## src/rtl/oam_dma_ctrl.sv

```systemverilog
// OAM DMA controller: owns FF46 and arbitrates the CPU bus between the CPU and the OAM copy engine.
// Build option OAM_DMA_CPU_LOCKOUT_EN: CPU is locked out of non-HRAM space while DMA runs (otherwise cycle-stealing).
module oam_dma_ctrl #(
    parameter logic [15:0] OAM_BASE    = 16'hFE00,
    parameter int          DMA_LEN     = 160,
    parameter logic [15:0] REG_ADDR    = 16'hFF46,
    parameter int          START_DELAY = 1
) (
    input  logic        clk,
    input  logic        reset,
    input  logic [15:0] cpu_addr,
    input  logic [7:0]  cpu_data_w,
    input  logic        cpu_do_write,
    output logic [7:0]  cpu_data_r,
    output logic [15:0] bus_addr,
    output logic [7:0]  bus_data_w,
    output logic        bus_do_write,
    input  logic [7:0]  bus_data_r,
    output logic        dma_active
);

    typedef enum logic [1:0] {IDLE, START, READ, WRITE} state_t;

    typedef struct packed {
        logic [15:0] addr;
        logic [7:0]  data;
        logic        we;
    } bus_req_t;

    localparam logic [7:0] LAST = 8'(DMA_LEN - 1);
    localparam logic [1:0] DLY  = 2'(START_DELAY);

    state_t     state, state_nx;
    logic [7:0] dma_reg, dma_reg_nx;
    logic [7:0] count, count_nx;
    logic [7:0] latch, latch_nx;
    logic [1:0] dly, dly_nx;

    logic       reg_hit, reg_wr, hi_hit, cpu_prio, xfer;
    logic       dma_go, cpu_blocked;
    logic [7:0] src_hi;
    bus_req_t   cpu_req, dma_req, bus_req;

    assign reg_hit    = (cpu_addr == REG_ADDR);
    assign reg_wr     = reg_hit && cpu_do_write;
    assign hi_hit     = (cpu_addr[15:7] == 9'h1FF);   // FF80-FFFF: HRAM and IE
    assign cpu_prio   = reg_hit || hi_hit;
    assign xfer       = (state == READ) || (state == WRITE);
    assign dma_active = (state != IDLE);

`ifdef OAM_DMA_CPU_LOCKOUT_EN
    assign dma_go      = xfer && !cpu_prio;
    assign cpu_blocked = dma_active && !cpu_prio;
`else
    // CPU keeps the bus except while it touches the unused FEA0-FEFF hole.
    logic cpu_idle;
    assign cpu_idle    = (cpu_addr >= 16'hFEA0) && (cpu_addr <= 16'hFEFF);
    assign dma_go      = xfer && cpu_idle;
    assign cpu_blocked = dma_go;
`endif

    // E000-FFFF sources alias back onto WRAM.
    assign src_hi = (dma_reg < 8'hE0) ? dma_reg : dma_reg - 8'h20;

    always_comb begin
        dma_req = '{addr: {src_hi, count}, data: 8'h00, we: 1'b0};
        if (state == WRITE)
            dma_req = '{addr: OAM_BASE + {8'h00, count}, data: latch, we: 1'b1};
    end

    assign cpu_req = '{addr: cpu_addr, data: cpu_data_w,
                       we: cpu_do_write && !reg_hit && !cpu_blocked};
    assign bus_req = dma_go ? dma_req : cpu_req;

    assign bus_addr     = bus_req.addr;
    assign bus_data_w   = bus_req.data;
    assign bus_do_write = bus_req.we;

    assign cpu_data_r = reg_hit     ? dma_reg :
                        cpu_blocked ? 8'hFF   : bus_data_r;

    always_comb begin
        state_nx   = state;
        dma_reg_nx = dma_reg;
        count_nx   = count;
        latch_nx   = latch;
        dly_nx     = dly;
        case (state)
            START: begin
                if (dly <= 2'd1) state_nx = READ;
                else             dly_nx   = dly - 2'd1;
            end
            READ: begin
                if (dma_go) begin
                    latch_nx = bus_data_r;
                    state_nx = WRITE;
                end
            end
            WRITE: begin
                if (dma_go) begin
                    if (count == LAST) begin
                        state_nx = IDLE;
                    end else begin
                        count_nx = count + 8'd1;
                        state_nx = READ;
                    end
                end
            end
            default: ;
        endcase
        // A register write (re)starts the transfer from byte 0 in any state.
        if (reg_wr) begin
            dma_reg_nx = cpu_data_w;
            count_nx   = 8'h00;
            dly_nx     = DLY;
            state_nx   = (START_DELAY == 0) ? READ : START;
        end
    end

    always_ff @(posedge clk) begin
        if (reset) begin
            state   <= IDLE;
            dma_reg <= 8'h00;
            count   <= 8'h00;
            latch   <= 8'h00;
            dly     <= 2'd0;
        end else begin
            state   <= state_nx;
            dma_reg <= dma_reg_nx;
            count   <= count_nx;
            latch   <= latch_nx;
            dly     <= dly_nx;
        end
    end

endmodule
```

## config.mk

```make
export PLATFORM = sky130hd
export DESIGN_NAME = oam_dma_ctrl
export DESIGN_NICKNAME = d
export VERILOG_FILES = /design/src/rtl/oam_dma_ctrl.sv
export SDC_FILE = /design/constraint.sdc
export NUM_CORES = 1
export LEC_CHECK = 0
export ABC_AREA = 1
export BUFFER_PORTS_ARGS = -buffer_cell sky130_fd_sc_hd__buf_2
export CAP_MARGIN = 20
export CORE_UTILIZATION = 30
export DETAILED_ROUTE_END_ITERATION = 10
export PLACE_DENSITY = 0.65
export SLEW_MARGIN = 20
export SYNTH_ARGS = -nofsm -noshare
export SYNTH_HDL_FRONTEND = slang
export SYNTH_SLANG_ARGS = --single-unit
```

## constraint.sdc

```tcl
create_clock -name clk -period 2 [get_ports clk]
set_clock_uncertainty 0.15 [all_clocks]
set_input_delay 0.1 -clock clk [delete_from_list [all_inputs] [get_ports clk]]
set_output_delay 0.1 -clock clk [all_outputs]
set_load 0.005 [all_outputs]
```

# [Yosys cells after proc, flatten, opt, wreduce, memory -nomap -nowiden]
# Index checks and enable logic that the tools add are counted.
[word_totals] input_bits=35 ff_bits=28
[classes] n_eq_ne=12 magnitude_cmp=4 bitwise_logic=2 n_addsub=4 muxes=14 reduce_logical=19
[ops] op="two-way mux 25 bit" count=2
[ops] op="two-way mux 8 bit" count=3
[ops] op="equality test 16 bit, second input constant" count=1
[ops] op="greater-or-equal comparator 16 bit, second input constant" count=1
[ops] op="<= comparator 16 bit, second input constant" count=1
[ops] op="adder 10 x 9 -> 11 bit, first input constant" count=1
[ops] op="!= test 3 bit, second input constant" count=3
[ops] op="adder 8 x 1 -> 8 bit, second input constant" count=1
[ops] op="equality test 8 bit, second input constant" count=1
[ops] op="< comparator 8 bit, second input constant" count=1
[ops] op="two-way mux 2 bit" count=4
[ops] op="!= test 2 bit, second input constant" count=4
[ops] op="AND reduction 4 bit" count=2
[ops] op="subtractor 8 x 6 -> 8 bit, second input constant" count=1
[ops] op="case mux 2 bit (3 select lines)" count=1
[ops] op="AND reduction 2 bit" count=3
[ops] op="logical AND 1 bit" count=5
[ops] op="equality test 2 bit, second input constant" count=2
[ops] op="two-way mux 1 bit" count=4
[ops] op="nonzero test 2 bit" count=2
[ops] op="nonzero test 4 bit" count=1
[ops] op="AND reduction 3 bit" count=1
[ops] op="nonzero test 3 bit" count=1
[ops] op="equality test 2 x 1 -> 1 bit, second input constant" count=1
[ops] op="other kinds (6)" count=8

# [Logic depth before layout (Yosys ltp)]
# Gate-level depths: netlist of the first run.
[depth] word_depth=6 ltp_mapped=10 mapped_depth_nobuf=10

# [Worst setup path after synthesis of the first run]
# OpenSTA, ideal clock, no wires.
[synth_timing] path_type="reg-to-reg" start="reg count[0]" end="reg count[1]" setup_time_ns=0.116 arrival_time_ns=1.298 period_less_slack_ns=1.564 path_slack_ns=0.436 stages_incl_launch_ff=10 path_cell_list="dfxtp_1 > ha_1 > nand2_1 > inv_1 > nand2_1 > nor3_1 > nor2_2 > buf_6 > o21ai_0 > nor2_1"
[synth_between] elab_chain_len=3
[synth_rtl] item="start: declaration" line_no="35" text="logic [7:0] count, count_nx;"
[synth_rtl] item="start signal: assignment" line_no="130" text="count <= count_nx;"
[synth_rtl] item="parallel branches: the longest is 3 deep, another holds adder 8 x 1 -> 8 bit"
# Parallel ways; which one is timed is not known.
# A chain may end at the register's enable or synchronous reset.

# [Worst setup path after layout of the first run]
[layout_timing] start="reg state[1]" end="out cpu_data_r[4]"
[layout_between] elab_chain_len=5
[layout_rtl] item="start: declaration" line_no="33" text="state_t state, state_nx;"
[layout_rtl] item="start signal: assignment" line_no="128" text="state <= state_nx;"
[layout_rtl] item="equality test 2 bit" line_no="48" text="assign xfer = (state == READ) || (state == WRITE);"
[layout_rtl] item="logical OR 1 bit (*)" line_no="48"
[layout_rtl] item="logical AND 1 bit (*)" line_no="58" text="assign dma_go = xfer && cpu_idle;"
[layout_rtl] item="two-way mux 8 bit (*)" line_no="80" text="cpu_blocked ? 8'hFF : bus_data_r;"
[layout_rtl] item="two-way mux 8 bit (*)" line_no="79" text="assign cpu_data_r = reg_hit ? dma_reg :"
[layout_rtl] item="end: declaration" line_no="14" text="output logic [7:0] cpu_data_r,"
# Every way passes the cells marked *; elsewhere a longest branch is shown, timed or not.

==> flow_summary.ini, run 1 <==
[yosys]
avgSynthCellArea_um2 = 6.54
synth-edff-count = 0
synthTopCellsByCount = 49 x nor2_1, 44 x nand2_1, 35 x inv_1
synth.largest_area_cell = dfxtp_1
syn_inst = 258
synthTopCellsByArea = dfxtp_1 33%, nor2_1 11%, nand2_1 9.8%
netlist_area_um2 = 1690
async_reset_ff_frac = 0
yosysUniqueCellTypes = 25
ys_warn_count = 0
ys_seq_area_frac = 0.332
synth.top_cell.area_share = 0.332
synth_ff_type = dfxtp_1
synthesis.nets = 296
yosysMostFrequentCell = nor2_1
ys_ff_latch = 28

[place]
dp_hpwl_mm = 3.68
numPortBuffers = 68
pre_cts_ws_ps = 156
gp_congestion = 0.863
dp_cells = 393

[grt]
grt_overflow = 0
grt_pass1_vias = 1960
antenna_found_initial = 0
track_usage = 0.187
grt_start_max_net_pins = 23
grt_pass1_wl_mm = 8.90

[routing]
drc = 0
wl_mm = 5.16
detail-route-antenna-nets = 0
via_per_inst = 4.78
dr_total_vias = 1978
wl_per_cell_um = 12.5
drt_iter0_drc = 125
drt-pass1-iter-count = 4

[pwr]
ir_worst_vdd_mv = 0.391
p_int_mw = 0.919
seqPwrFrac = 0.473
switching_power_mw = 0.258
pwr-share-clk = 0.385
p_sw_frac = 0.219
leakagePower_nw = 1.15
comb_power_share = 0.142
p_per_area_nw_per_um2 = 502

[clocking]
h-tree-depth = 1
cts_setup_buffers = 0
clk_pin_slew_ps = 100
cts_tree = done
clock_path_buffers = 2
cts_made_buffers = 3
clkLatencyLatePin_ps = 280
clock-root-buffer = clkbuf_8
clock-sinks = 28

[critical_path]
path_max_fanout = 22
max_stage_delay_ps = 360
end_kind = output port
critical_path.cell_chain = nand4_2 > buf_4 > nand2_2 > o22ai_1 > inv_1 > buf_2
critPathKind = reg2out
crit_slowest_cell = dfxtp_1
arrival_ps = 1600
required_ps = 1750
cp-start-kind = register

[sta]
min_period_ps = 1850
rsz0062_at_grt = no
drv_slew = 0
tns_ps = 0
slew_headroom = 0.672
hold_violations = 0
fmax_mhz = 540
holdWs_ps = 175
setup_viol = 0
min_period_over_period = 0.925
worst_slew_pin_slew_ps = 491
worst_slack_ps = 150

[run]
maxCapViolations = 0

[floorplan]
rows = 26
io-pin-count = 69
initial_core_util = 0.320
dieWidth_um = 77.0
dieArea_um2 = 5930
core_um2 = 5270
die_h_um = 77.0

[outcome]
status = finished, final reports clean

[cells_and_area]
final_cell_count_no_fill = 414
diodes = 0
drive_gt1_frac = 0.256
area_delta_synth_final_pct = 39.2
layout.nets = 383

[worst_hold_path]
hp-class = in2reg
==> power by group through the flow <==
stage	clock [mW]	combinational, mW	sequential, mW
after floorplan	0	0.0554	0.570
after global placement	0	0.140	0.570
after detailed placement	0	0.140	0.570
after CTS	0.460	0.166	0.557
after global routing	0.486	0.185	0.557
final	0.454	0.167	0.557
==> layout by cell type, fill, tap and decap left out <==
cell / instances
a21boi_0: 2
inv_4: 1
nor3_1: 3
clkbuf_8: 3
o22ai_1: 9
nand4_1: 7
ha_1: 3
inv_1: 35
nand4_2: 1
buf_2: 68
dlygate4sd3_1: 17
nor2_4: 2
xnor2_1: 1
nand3_1: 12
a31o_2: 1
inv_2: 2
bufinv_16: 1
nor2_2: 4
nor2_1: 49
nand2_4: 1
buf_4: 3
o21a_1: 6
nand2_2: 1
nand2_1: 44
a22o_1: 8
o31ai_1: 1
a21oi_1: 8
o21ai_0: 23
dfxtp_1: 28
==> area by class of cell <==
type	instances	area, um2
fillers	574	2920
multi-input cells	186	950
flip-flops and latches	28	561
repair buffers	88	533
inverters	38	145
well taps	70	87.6
clock buffers	3	41.3
clock inverters	1	30.0
==> path summary, 6_finish.rpt <==
check | start | end | slack, ps | cells after the start
max | state[1]$_SDFFE_PP0P_ | cpu_data_r[4] | 150 | 6
max reg2reg | count[0]$_SDFFE_PP0P_ | count[1]$_SDFFE_PP0P_ | 230 | 9
min reg2reg | dly[1]$_SDFFE_PP0P_ | dly[1]$_SDFFE_PP0P_ | 340 | 2
min | cpu_do_write | dly[0]$_SDFFE_PP0P_ | 180 | 4
==> stage by stage <==
step           area, um2   util  total power, mW
2_1_floorplan       1690      -            0.625
3_3_place_gp        2100  0.398            0.710
6_report            2350  0.445             1.18
3_5_place_dp        2100  0.398            0.710
5_1_grt             2350  0.445             1.23
4_1_cts             2340  0.444             1.18
==> layer usage <==
layer,share of wire,global-route usage,vias to the layer above
met2,0.45,0.298,66
li1,-,-,1026
met5,0,0,-
met1,0.47,0.253,873
met4,0.024,0.0868,0
met3,0.055,0.0167,13
==> cell families (layout without fill, tap and decap cells) <==
group / Yosys count / count (layout) / share of synthesized area
AOI/OAI and AO/OA: 58 / 58 / 0.212
xor gates and xnor gates: 1 / 1 / 0.00519
buffers and inverters: 44 / 130 / 0.108
adders and majority gates: 3 / 3 / 0.0223
DFF: 28 / 28 / 0.332
and+or+nand+nor: 124 / 124 / 0.320
==> worst max-delay path, delay by kind of cell (launching register included) <==
kind                   cells  cell delay (ps)
AND/OR/NAND/NOR            2              300
AO/OA/AOI/OAI              1              190
flip-flops                 1              360
buffers and inverters      3              470
==> timing repair <==
item	in CTS	in global routing
resized for setup	0	2
endpoints found under the setup margin	0	2
hold buffers	17	0
hold endpoints to repair	17	0
Note: power is estimated with default switching activity, not from simulation.
==> run 2, diff against run 1 <==
Settings changed: ABC_AREA 1 to unset, PLACE_DENSITY 0.65 to 0.64, TNS_END_PERCENT set to 30.
Clock period 2 ns to 1.8 ns, I/O delays scaled along.
==> run 2 against run 1 <==
Compared with the run above:
- the run now ends with negative setup slack left
- die area rose by 7.9%
- non-clock buffer count grew 33
- core utilization rose by 2.6 points
- largest cell class unchanged
- combinational power rose by 30%
- routed wire length is 18% higher
==> flow_summary.ini, run 2 <==
[yosys]
netlist_area_um2 = 1820
yosysUniqueCellTypes = 40
synth_compound_area_frac = 0.204
synthMuxAreaShare = 0.0439
synthTopCellsByCount = 62 x nand2_1, 28 x dfxtp_1, 26 x nand3_1
synth_ff_type = dfxtp_1
avgSynthCellArea_um2 = 7.01
synth_xor_area_frac = 0.00480
yosysMostFrequentCell = nand2_1
synthTopCellsByArea = dfxtp_1 31%, nand2_1 13%, nand3_1 7.1%
synth_top_family_by_area = simple AND/OR/NAND/NOR gates
synthSimpleGateAreaFrac = 0.361
synthesis.nets = 298
synthAdderAreaFrac = 0.0206
async_reset_ff_frac = 0
synth-edff-count = 0
ys_seq_area_frac = 0.307
synth.largest_area_cell = dfxtp_1
synth.top_cell.area_share = 0.307
ys_warn_count = 0
ys_ff_latch = 28
syn_inst = 260

[sta]
slew_headroom = 0.661
holdWs_ps = 171
hold_violations = 0
worst_slack_ps = -191
rsz0062_at_grt = yes
min_period_over_period = 1.11
min_period_ps = 1990
worst_slew_pin_slew_ps = 506
setup_viol = 38
drv_slew = 0
fmax_mhz = 502

[routing]
wl_mm = 6.08
detail-route-antenna-nets = 0
via_per_inst = 5.20
wl_per_cell_um = 13.8
drt_iter0_drc = 120
route.met3.wl_um = 361
wl_met2_mm = 2.93
drc = 0
dr_total_vias = 2292
drt-pass1-iter-count = 5
wirelength_met1_mm = 2.76
top_layer_used = met4

[floorplan]
core_um2 = 5890
dieArea_um2 = 6390
initial_core_util = 0.310
dieWidth_um = 80.0
io-pin-count = 69
rows = 28
die_h_um = 80.0

[clocking]
cts_tree = done
clkLatencyLatePin_ps = 280
clk_pin_slew_ps = 100
cts_made_buffers = 3
clock-root-buffer = clkbuf_8
clock-sinks = 28
h-tree-depth = 1
clock_path_buffers = 2

[critical_path]
arrival_ps = 1750
max_stage_delay_ps = 490
required_ps = 1560
end_kind = output port
path_max_fanout = 28
critical_path.cell_chain = nand4_1 > or4_4 > buf_12 > o31a_1 > buf_2
cp-start-kind = register
critPathKind = reg2out
r2r_cells = 5
crit_slowest_cell = or4_4

[place]
numPortBuffers = 68
gp_congestion = 0.819
dp_hpwl_mm = 4.67
dp_cells = 417
pre_cts_ws_ps = -149

[grt]
grt_start_max_net_pins = 29
antenna_found_initial = 0
grt_pass1_wl_mm = 9.53
grt_pass1_vias = 2060
track_usage = 0.191
grt_overflow = 0

[worst_hold_path]
min_path_cells = 3
hp-class = in2reg

[pwr]
power_mw = 1.34
ir_worst_vdd_mv = 0.343
p_per_area_nw_per_um2 = 483
leakagePower_nw = 1.17

[cells_and_area]
drive_gt1_frac = 0.333
area_delta_synth_final_pct = 52.3
final_cell_count_no_fill = 441
final_cell_mix = 68 x buf_2, 62 x nand2_1, 31 x buf_4
diodes = 0
mostFrequentLayoutCell = buf_2
seqCellArea_um2 = 562
multi_input_area_um2 = 1210
layout.nets = 405
nFillCells = 605

[run]
maxCapViolations = 0

[outcome]
violations = negative setup slack
status = finished, violations left
## run 2: timing repair
action,CTS,global route
resized for setup,17,7
setup endpoints to repair,36,42
hold endpoints to repair,16,0
setup buffers,2,1
hold buffers,17,0
pin swaps,11,1
## run 2: critical path, delay by kind of cell, from the launching register on
family | cells | cell delay (ps)
AO/OA/AOI/OAI | 1 | 230
flip-flops | 1 | 340
buffers and inverters | 2 | 310
AND/OR/NAND/NOR | 2 | 600
## run 2: cells by family after synthesis
group,count (synthesis)
adder cells (fa/ha/maj),3
AO/OA/AOI/OAI,60
XOR/XNOR,1
flip-flops,28
AND/OR/NAND/NOR,134
multiplexers,8
buffers and inverters,26
## run 2: area by class of cell
type / count / area share
clock inverter: 1 / 0.0108
timing repair buffer: 121 / 0.294
multi-input combinational: 206 / 0.434
clock buffer: 3 / 0.0149
sequential: 28 / 0.202
tap: 75 / 0.0338
inverter: 7 / 0.00946
## run 2: power by group
part           internal (mW)  leakage (nW)  switching [mW]
logic                  0.117         0.912           0.100
registers              0.619         0.226      0.00000235
clock network          0.298        0.0357           0.208
## run 2: worst paths after layout
path	from	end	slack, ps
setup / recovery	state[1]$_SDFFE_PP0P_	bus_addr[11]	-190
hold / removal	cpu_do_write	count[5]$_SDFFE_PP0P_	170
setup reg to reg	state[1]$_SDFFE_PP0P_	count[5]$_SDFFE_PP0P_	-160
hold reg to reg	dly[1]$_SDFFE_PP0P_	dly[1]$_SDFFE_PP0P_	320
## run 2: layer usage
layer / track usage / vias up
met2: 0.338 / 79
met5: 0 / -
li1: - / 1143
met3: 0.0240 / 4
met4: 0.0357 / 0
met1: 0.247 / 1066
## run 2: per-stage QoR
stage / setup TNS [ps] / instance area (um2) / utilization
2_1_floorplan: -64.0 / 1830 / -
3_5_place_dp: -1660 / 2450 / 0.416
3_3_place_gp: -935 / 2450 / 0.416
4_1_cts: -6310 / 2740 / 0.465
5_1_grt: -6760 / 2780 / 0.472
6_report: -3690 / 2780 / 0.472
